File: config.mk
export PLATFORM = sky130hd
export DESIGN_NAME = dac_play_ctrl
export DESIGN_NICKNAME = d
export VERILOG_FILES = /design/src/rtl/dac_pkg.sv /design/src/rtl/dac_period_timer.sv /design/src/rtl/dac_play_ctrl.sv
export SDC_FILE = /design/constraint.sdc
export NUM_CORES = 1
export LEC_CHECK = 0
export ABC_AREA = 0
export CAP_MARGIN = 40
export CORE_MARGIN = 2
export CORE_UTILIZATION = 25
export CTS_CLUSTER_DIAMETER = 40
export DETAILED_ROUTE_END_ITERATION = 12
export SYNTH_ARGS = -nofsm -noshare
export SYNTH_HDL_FRONTEND = slang
export SYNTH_HIERARCHICAL = 1
export SYNTH_SLANG_ARGS = --single-unit
File: constraint.sdc
create_clock -name clk -period 8.3 [get_ports clk]
set_clock_uncertainty 0.1 [all_clocks]
set_input_delay 0.83 -clock clk [delete_from_list [all_inputs] [get_ports clk]]
set_output_delay 0.83 -clock clk [all_outputs]
set_load 0.05 [all_outputs]
File: src/rtl/dac_pkg.sv
`default_nettype none
// +------------------------------------------------------------------+
// | dac_pkg : shared state encodings and limits for DAC playback     |
// | rev 1.0                                                          |
// +------------------------------------------------------------------+
package dac_pkg;

  localparam int MIN_PERIOD = 4;
  localparam int MIN_START  = 2;

  typedef enum logic [2:0] {
    S_IDLE      = 3'd0,
    S_PREFILL   = 3'd1,
    S_WAIT_TICK = 3'd2,
    S_POP_L     = 3'd3,
    S_POP_R     = 3'd4,
    S_UNDERRUN  = 3'd5
  } state_t;

endpackage
`default_nettype wire

File: src/rtl/dac_period_timer.sv
`default_nettype none
// +------------------------------------------------------------------+
// | dac_period_timer : frame-period counter, ticks every P clocks    |
// | rev 1.0                                                          |
// +------------------------------------------------------------------+
module dac_period_timer
  import dac_pkg::*;
#(
  parameter int DATA_WIDTH = 16
) (
  input  logic                  clk,
  input  logic                  resetn,
  input  logic                  clear,
  input  logic                  run,
  input  logic [DATA_WIDTH-1:0] period,
  output logic                  tick
);

  logic [DATA_WIDTH-1:0] count;
  logic [DATA_WIDTH-1:0] period_q;
  logic [DATA_WIDTH-1:0] period_eff;

  assign period_eff = (period < DATA_WIDTH'(MIN_PERIOD)) ? DATA_WIDTH'(MIN_PERIOD) : period;
  assign tick       = run && (count == period_q - 1'b1);

  // The period is sampled only on clear or wrap so a mid-frame change cannot shorten a frame.
  always_ff @(posedge clk or negedge resetn) begin
    if (!resetn) begin
      count    <= '0;
      period_q <= DATA_WIDTH'(MIN_PERIOD);
    end else if (clear) begin
      count    <= '0;
      period_q <= period_eff;
    end else if (run) begin
      if (tick) begin
        count    <= '0;
        period_q <= period_eff;
      end else begin
        count <= count + 1'b1;
      end
    end
  end

endmodule
`default_nettype wire

File: src/rtl/dac_play_ctrl.sv
`default_nettype none
// +------------------------------------------------------------------+
// | dac_play_ctrl : paced stereo FIFO playback with underrun handling|
// | rev 1.0                                                          |
// +------------------------------------------------------------------+
module dac_play_ctrl
  import dac_pkg::*;
#(
  parameter int DATA_WIDTH = 16,
  parameter int ADDR_WIDTH = 10
) (
  input  logic                  clk,
  input  logic                  resetn,
  input  logic                  cfg_enable,
  input  logic [DATA_WIDTH-1:0] cfg_period,
  input  logic [ADDR_WIDTH:0]   cfg_start_level,
  input  logic [ADDR_WIDTH:0]   cfg_low_level,
  input  logic                  clear_underrun,
  input  logic [ADDR_WIDTH:0]   fifo_count,
  output logic                  fifo_rd,
  output logic                  channel_sel,
  output logic                  frame_strobe,
  output logic                  mute,
  output logic                  underrun,
  output logic [7:0]            underrun_count,
  output logic                  low_water,
  output logic                  busy
);

  state_t            state;
  state_t            next_state;
  logic              tick;
  logic              timer_clear;
  logic              timer_run;
  logic              underrun_evt;
  logic [ADDR_WIDTH:0] start_thr;

  assign start_thr    = (cfg_start_level < (ADDR_WIDTH+1)'(MIN_START)) ?
                        (ADDR_WIDTH+1)'(MIN_START) : cfg_start_level;
  assign timer_run    = (state == S_WAIT_TICK) || (state == S_POP_L) || (state == S_POP_R);
  assign timer_clear  = (state == S_PREFILL) && (next_state == S_WAIT_TICK);
  assign underrun_evt = (next_state == S_UNDERRUN);

  dac_period_timer #(
    .DATA_WIDTH (DATA_WIDTH)
  ) u_timer (
    .clk    (clk),
    .resetn (resetn),
    .clear  (timer_clear),
    .run    (timer_run),
    .period (cfg_period),
    .tick   (tick)
  );

  always_comb begin
    next_state = state;
    case (state)
      S_IDLE:      if (cfg_enable) next_state = S_PREFILL;
      S_PREFILL: begin
        if (!cfg_enable)                  next_state = S_IDLE;
        else if (fifo_count >= start_thr) next_state = S_WAIT_TICK;
      end
      S_WAIT_TICK: begin
        if (!cfg_enable) next_state = S_IDLE;
        else if (tick)   next_state = (fifo_count >= (ADDR_WIDTH+1)'(MIN_START)) ?
                                      S_POP_L : S_UNDERRUN;
      end
      // A started pair always finishes so left/right alignment survives a disable.
      S_POP_L:     next_state = S_POP_R;
      S_POP_R:     next_state = cfg_enable ? S_WAIT_TICK : S_IDLE;
      S_UNDERRUN:  next_state = cfg_enable ? S_PREFILL : S_IDLE;
      default:     next_state = S_IDLE;
    endcase
  end

  // Outputs are registered from next_state so they change together with the state.
  always_ff @(posedge clk or negedge resetn) begin
    if (!resetn) begin
      state          <= S_IDLE;
      fifo_rd        <= 1'b0;
      channel_sel    <= 1'b0;
      frame_strobe   <= 1'b0;
      mute           <= 1'b1;
      busy           <= 1'b0;
      underrun       <= 1'b0;
      underrun_count <= 8'd0;
      low_water      <= 1'b0;
    end else begin
      state        <= next_state;
      fifo_rd      <= (next_state == S_POP_L) || (next_state == S_POP_R);
      channel_sel  <= (next_state == S_POP_R);
      frame_strobe <= (next_state == S_POP_R);
      mute         <= (next_state == S_IDLE) || (next_state == S_PREFILL) ||
                      (next_state == S_UNDERRUN);
      busy         <= (next_state != S_IDLE);
      if (underrun_evt)        underrun <= 1'b1;
      else if (clear_underrun) underrun <= 1'b0;
      if (underrun_evt && (underrun_count != 8'hFF))
        underrun_count <= underrun_count + 8'd1;
      low_water    <= busy && (fifo_count < cfg_low_level);
    end
  end

endmodule
`default_nettype wire
=== After elaboration in Yosys (flattened, before gate mapping) ===
Cells that the tools add are included.
Widths: inputs -> output; s select.

* $add $sub $neg: 3
* Eq/ne operators: 12
* Muxes and demuxes: 19
* Reductions and logical operators: 16
* $lt $le $gt $ge: 5

{| class="wikitable"
|+ Operators with widths
! cell !! count
|-
| $mux 16 || 7
|-
| $mux 3 || 6
|-
| $pmux 3 s6 || 1
|-
| $add 16x1->16 const B || 1
|-
| $eq 16x16->1 || 1
|-
| $lt 16x3->1 const B || 1
|-
| $sub 16x1->16 const B || 1
|-
| $eq 3x2->1 const B || 4
|-
| $eq 3x3->1 const B || 4
|-
| $ge 11x11->1 || 1
|-
| $ge 11x2->1 const B || 1
|-
| $lt 11x11->1 || 1
|-
| $lt 11x2->1 const B || 1
|-
| $mux 11 || 1
|-
| $add 8x1->8 const B || 1
|-
| $ne 8x8->1 const B || 1
|-
| $eq 3x1->1 const B || 2
|-
| $logic_not 3->1 || 2
|-
| $reduce_bool 2->1 || 3
|-
| $logic_or 1x1->1 || 5
|-
| $logic_and 1x1->1 || 4
|-
| $mux 1 || 3
|-
| $reduce_bool 3->1 || 1
|-
| $mux 2 || 1
|-
| $reduce_and 2->1 || 1
|}

* Bits in registers: 49
* Logic and storage cells: 65
* Input port bits: 53
* Output and inout port bits: 15

=== Longest topological paths before layout ===
* Depth in word-level cells: 11
* Mapped depth: 16
* Gate-level depth less buffers: 14

=== Cells and area by module ===
The synthesis kept the hierarchy.

{| class="wikitable"
|+ Modules (own cells, without submodules)
! module !! seq. area each (um2) !! times used !! cells each !! area each (um2)
|-
| dac_period_timer || 802.0 || 1 || 207 || 2,060.7
|-
| dac_play_ctrl || 426.7 || 1 || 152 || 1,403.8
|}

=== Worst setup path after synthesis ===
OpenSTA, ideal clock, no wires.

* Path type: register -> register
* From: register u_timer.period_q[0]
* To: register underrun_count[1]
* Setup time: 0.125 ns
* Period minus slack after synthesis: 3.467 ns
* Setup slack: 4.833 ns
* Data required time: 8.075 ns
* Stages on the path, launching flop included: 15
* Arrival: 3.242 ns
* Path buffers: 1
* Path through: dfrtp_1 > inv_1 > ha_1 > nor3b_2 > nand3_1 > a2111oi_0 > nor3_1 > nor3b_1 > nor4b_4 > a41oi_2 > nor3_4 > and2_1 > buf_4 > nand2_4 > mux2_4

* Cells in the longest elaborated chain, start to end: 8

{| class="wikitable"
|+ Ends and longest elaborated chain
! item !! line !! source
|-
| start: declaration || dac_period_timer.sv:20 || <nowiki>logic [DATA_WIDTH-1:0] period_q;</nowiki>
|-
| start signal: assignment || dac_period_timer.sv:30 || <nowiki>period_q <= DATA_WIDTH'(MIN_PERIOD);</nowiki>
|-
| start signal: assignment || dac_period_timer.sv:33 || <nowiki>period_q <= period_eff;</nowiki>
|-
| start signal: assignment || dac_period_timer.sv:37 || <nowiki>period_q <= period_eff;</nowiki>
|-
| $sub 16x1->16 || dac_period_timer.sv:24 || <nowiki>assign tick = run && (count == period_q - 1'b1);</nowiki>
|-
| $eq 16x16->1 || dac_period_timer.sv:24 ||
|-
| $logic_and 1x1->1 || dac_period_timer.sv:24 ||
|-
| net tick || dac_play_ctrl.sv:32 || <nowiki>logic tick;</nowiki>
|-
| $mux 3 || dac_play_ctrl.sv:65 || <nowiki>else if (tick) next_state = (fifo_count >= (ADDR_WIDTH+1)'(MIN_START)) ?</nowiki>
|-
| $mux 3 || dac_play_ctrl.sv:64 || <nowiki>if (!cfg_enable) next_state = S_IDLE;</nowiki>
|-
| $pmux 3 s6 || dac_play_ctrl.sv:57 || <nowiki>case (state)</nowiki>
|-
| net next_state[2] || dac_play_ctrl.sv:31 || <nowiki>state_t next_state;</nowiki>
|-
| $eq 3x3->1 || dac_play_ctrl.sv:42 || <nowiki>assign underrun_evt = (next_state == S_UNDERRUN);</nowiki>
|-
| $logic_and 1x1->1 || dac_play_ctrl.sv:98 || <nowiki>if (underrun_evt && (underrun_count != 8'hFF))</nowiki>
|-
| end signal: assignment || dac_play_ctrl.sv:99 || <nowiki>underrun_count <= underrun_count + 8'd1;</nowiki>
|-
| end: declaration || dac_play_ctrl.sv:25 || <nowiki>output logic [7:0] underrun_count,</nowiki>
|}

The timed path passes the listed nets, and every way through them passes these cells.
A chain may end at the register's enable or synchronous reset.

=== Worst setup path in the final report ===
Same ends and word-level chain as after synthesis.

==> flow_summary.toml <==
[cts]
cts-htree-levels = 2
cts_max_path_buffers = 2
cts_root_buffer = "clkbuf_16"
cts_tree = "built"
cts_buffer_count = 5
path_clk_slew_ns = 0.07
postCtsHoldBufs = 0
post-cts-setup-buffers = 0
worstSkewPairLatency_ns = 0.29
post_cts_resize_count = 0
cts_num_sinks = 49

[detailed_routing]
starting_drt_drc_count = 137
via_per_inst = 4.68
dr_total_vias = 2836
drtAntennaViolNets = 0
drc_errors = 0
finalWirelength_um = 8140
wl_per_cell_um = 13.4
drt_first_pass_iters = 4

[critical_path]
worst-path-max-fanout = 8
timing.critical_path.arrival_ns = 4.50
crit_path_start_kind = "register"
required_ns = 8.37
reg_to_reg_slack_setup_ns = 3.87
worst_setup_path_end_kind = "register"
setup.worst_path.class = "reg -> reg"

[finish]
layout_commonest_cell = "clkdlybuf4s50_1"
area_added_between_synthesis_and_finish_pct = 28.2
num-nets-final = 502
mostFrequentLayoutCells = "66 x clkdlybuf4s50_1, 47 x dfrtp_1, 30 x xnor2_1, 29 x inv_1, 28 x nor2_1"
layoutNonFillerInstCount = 606
final_layout_size_suffix_gt1_share_pct = 8.69
insertedDiodeCount = 0
num-fill-cells = 1415

[synth]
synthesis.area_per_instance_um2 = 9.65
post_synthesis_cell_type_count = 57
synthesis.area_um2 = 3460
netlist_instances = 359
synth_top_cells_by_area = "dfrtp_1 34%, ha_1 8.7%, xnor2_1 7.6%"
area_fraction_of_the_dominant_cell_type_after_synthesis_pct = 33.9
synthesized_netlist_net_count = 436
yosys_warnings = 6
synth_sequential_area_ratio_pct = 35.5
ys_ff_latch = 49
netlist.top_cell.by_area = "dfrtp_1"

[min_path]
holdCritPathClass = "reg -> reg"

[timing]
finalSetupTns_ns = 0
max_freq_mhz = 226
setup_repair_after_global_routing_missed_its_margin = "false"
timing_hold_violations_final = 0
max_slew_margin_pct = 42.1
timing_max_transition_violations_final = 0
measured_slew_at_the_worst_slew_check_pin_ns = 0.865
layout_worst_path_cycle_share_pct = 53.3
finalSetupViolCount = 0
period_needed_ns = 4.43

[floorplan]
floorplan.die_area_um2 = 14800
initial_utilization_pct = 25.3
die_h_um = 122
boundaryPins = 68
placement_rows = 43
core_region_area_um2 = 13700
die_w_um = 122

[global_route]
grt_max_degree = 50
first_global_vias = 2817
gr-usage-all-layers_pct = 11.5
global_route_wire_length_before_repair_um = 13600
antenna_violations_before_repair = 0
grt-ovfl-total = 0

[pwr]
power.ir.vdd_worst_mv = 0.121
power-per-cell-area_nw_per_um2 = 230
leakage_nw = 1.91

[status]
outcome = "completed"

[placed_design]
placed_wire_length_estimate_um = 6330
port_buffers = 67
post-place-cells = 598
placer_s_final_routability_congestion_estimate = 0.826

[run]
maxCapViolations = 0
-- cells by family (layout without fill, tap and decap cells) --
group           after synthesis  count (layout)  share of synthesized area, %
flops                        49              49                          35.5
compound gates               49              49                          10.4
simple gates                137             137                          22.7
mux                          18              18                          6.93
xor+xnor                     42              42                          10.6
buf+inv                      40             107                          5.27
fa+ha+maj                    24              24                          8.67
-- area by class of cell --
cell class / instances / area [um^2] / area share (%)
timing repair buffer: 70 / 688 / 15.5
tap: 180 / 225 / 5.07
inverter: 29 / 109 / 2.45
clock buffer: 6 / 129 / 2.90
clock inverter: 2 / 10.0 / 0.225
sequential: 49 / 1230 / 27.7
multi-input combinational: 270 / 2050 / 46.2
-- final timing paths --
check / from / endpoint / depth (start not counted)
worst max-delay path: u_timer/period_q[0] / underrun_count[1] / 13
worst min-delay path: underrun_count[4] / underrun_count[4] / 1
worst max register to register: u_timer/period_q[0] / underrun_count[1] / 13
worst min register to register: underrun_count[4] / underrun_count[4] / 1
max in group asynchronous: resetn / underrun / 2
min in group asynchronous: resetn / u_timer/period_q[5] / 2
-- registers in the layout, summed over array words and instances, names as in the netlist --
name and cells:
fifo_rd 1, u_timer/period_q 16, underrun 1, underrun_count 8, busy 1, state 3, mute 1, frame_strobe 1
u_timer/count 16, low_water 1
-- synth_stat cells (all sizes together) --
| cell type | number |
|---|---|
| buf | 7 |
| mux2 | 15 |
| or3 | 5 |
| a221oi | 2 |
| o31ai | 1 |
| a31oi | 3 |
| and4b | 3 |
| nor2b | 3 |
| nor4 | 11 |
| nand4b | 1 |
| nand4 | 15 |
| o41ai | 1 |
| nor3 | 9 |
| nand2b | 5 |
| and3 | 8 |
| xnor2 | 30 |
| a21oi | 10 |
| a211oi | 2 |
| o21bai | 1 |
| a21o | 5 |
| and2 | 4 |
| o21ai | 11 |
| xor2 | 12 |
| nor3b | 3 |
| nand2 | 24 |
| a41oi | 2 |
| clkbuf | 4 |
| nand3 | 13 |
| inv | 29 |
| nor4b | 1 |
| nor2 | 28 |
| mux2i | 3 |
| and3b | 1 |
| ha | 24 |
| o2111ai | 2 |
| dfrtp | 47 |
| nand3b | 1 |
| dfstp | 2 |
| o22ai | 5 |
| a31o | 1 |
| a2111oi | 2 |
| a41o | 1 |
| or4 | 2 |
-- layer usage --
metal / GRT usage [%] / wire length (um)
met5: 0 / 0
met1: 15.9 / 3950
met3: 2.81 / 412
met4: 2.37 / 65
met2: 18.5 / 3710
-- critical path: stages (launching register included) --
cell and delay [ns]:
dfrtp_1 0.46, inv_1 0.11, ha_1 0.30, nor3b_2 0.46, nand3_1 0.16, a2111oi_0 0.43
nor3_1 0.20, nor3b_1 0.55, nor4b_4 0.37, a41oi_2 0.19, nor3_4 0.26, and2_1 0.33
nand2_4 0.09, mux2_4 0.29
-- where the power goes --
| part | total (mW) | switching (mW) | internal [mW] |
|---|---|---|---|
| clock network | 0.200 | 0.0888 | 0.111 |
| logic | 0.427 | 0.224 | 0.203 |
| registers | 0.396 | 0.0914 | 0.305 |
-- through the flow --
step                total power [mW]  cell area, um^2  utilization, %  worst slack (ns)  hold slack [ns]
floorplan                      0.700             3460               -              4.83            0.403
global placement               0.816             4300            31.4              3.87            0.394
detailed placement             0.825             4300            31.4              3.85            0.392
CTS                             1.03             4440            32.4              3.86            0.401
global route                    1.09             4440            32.4              3.49            0.420
finish                          1.02             4440            32.4              3.87            0.396
Note: power is estimated with default switching activity, not from simulation.
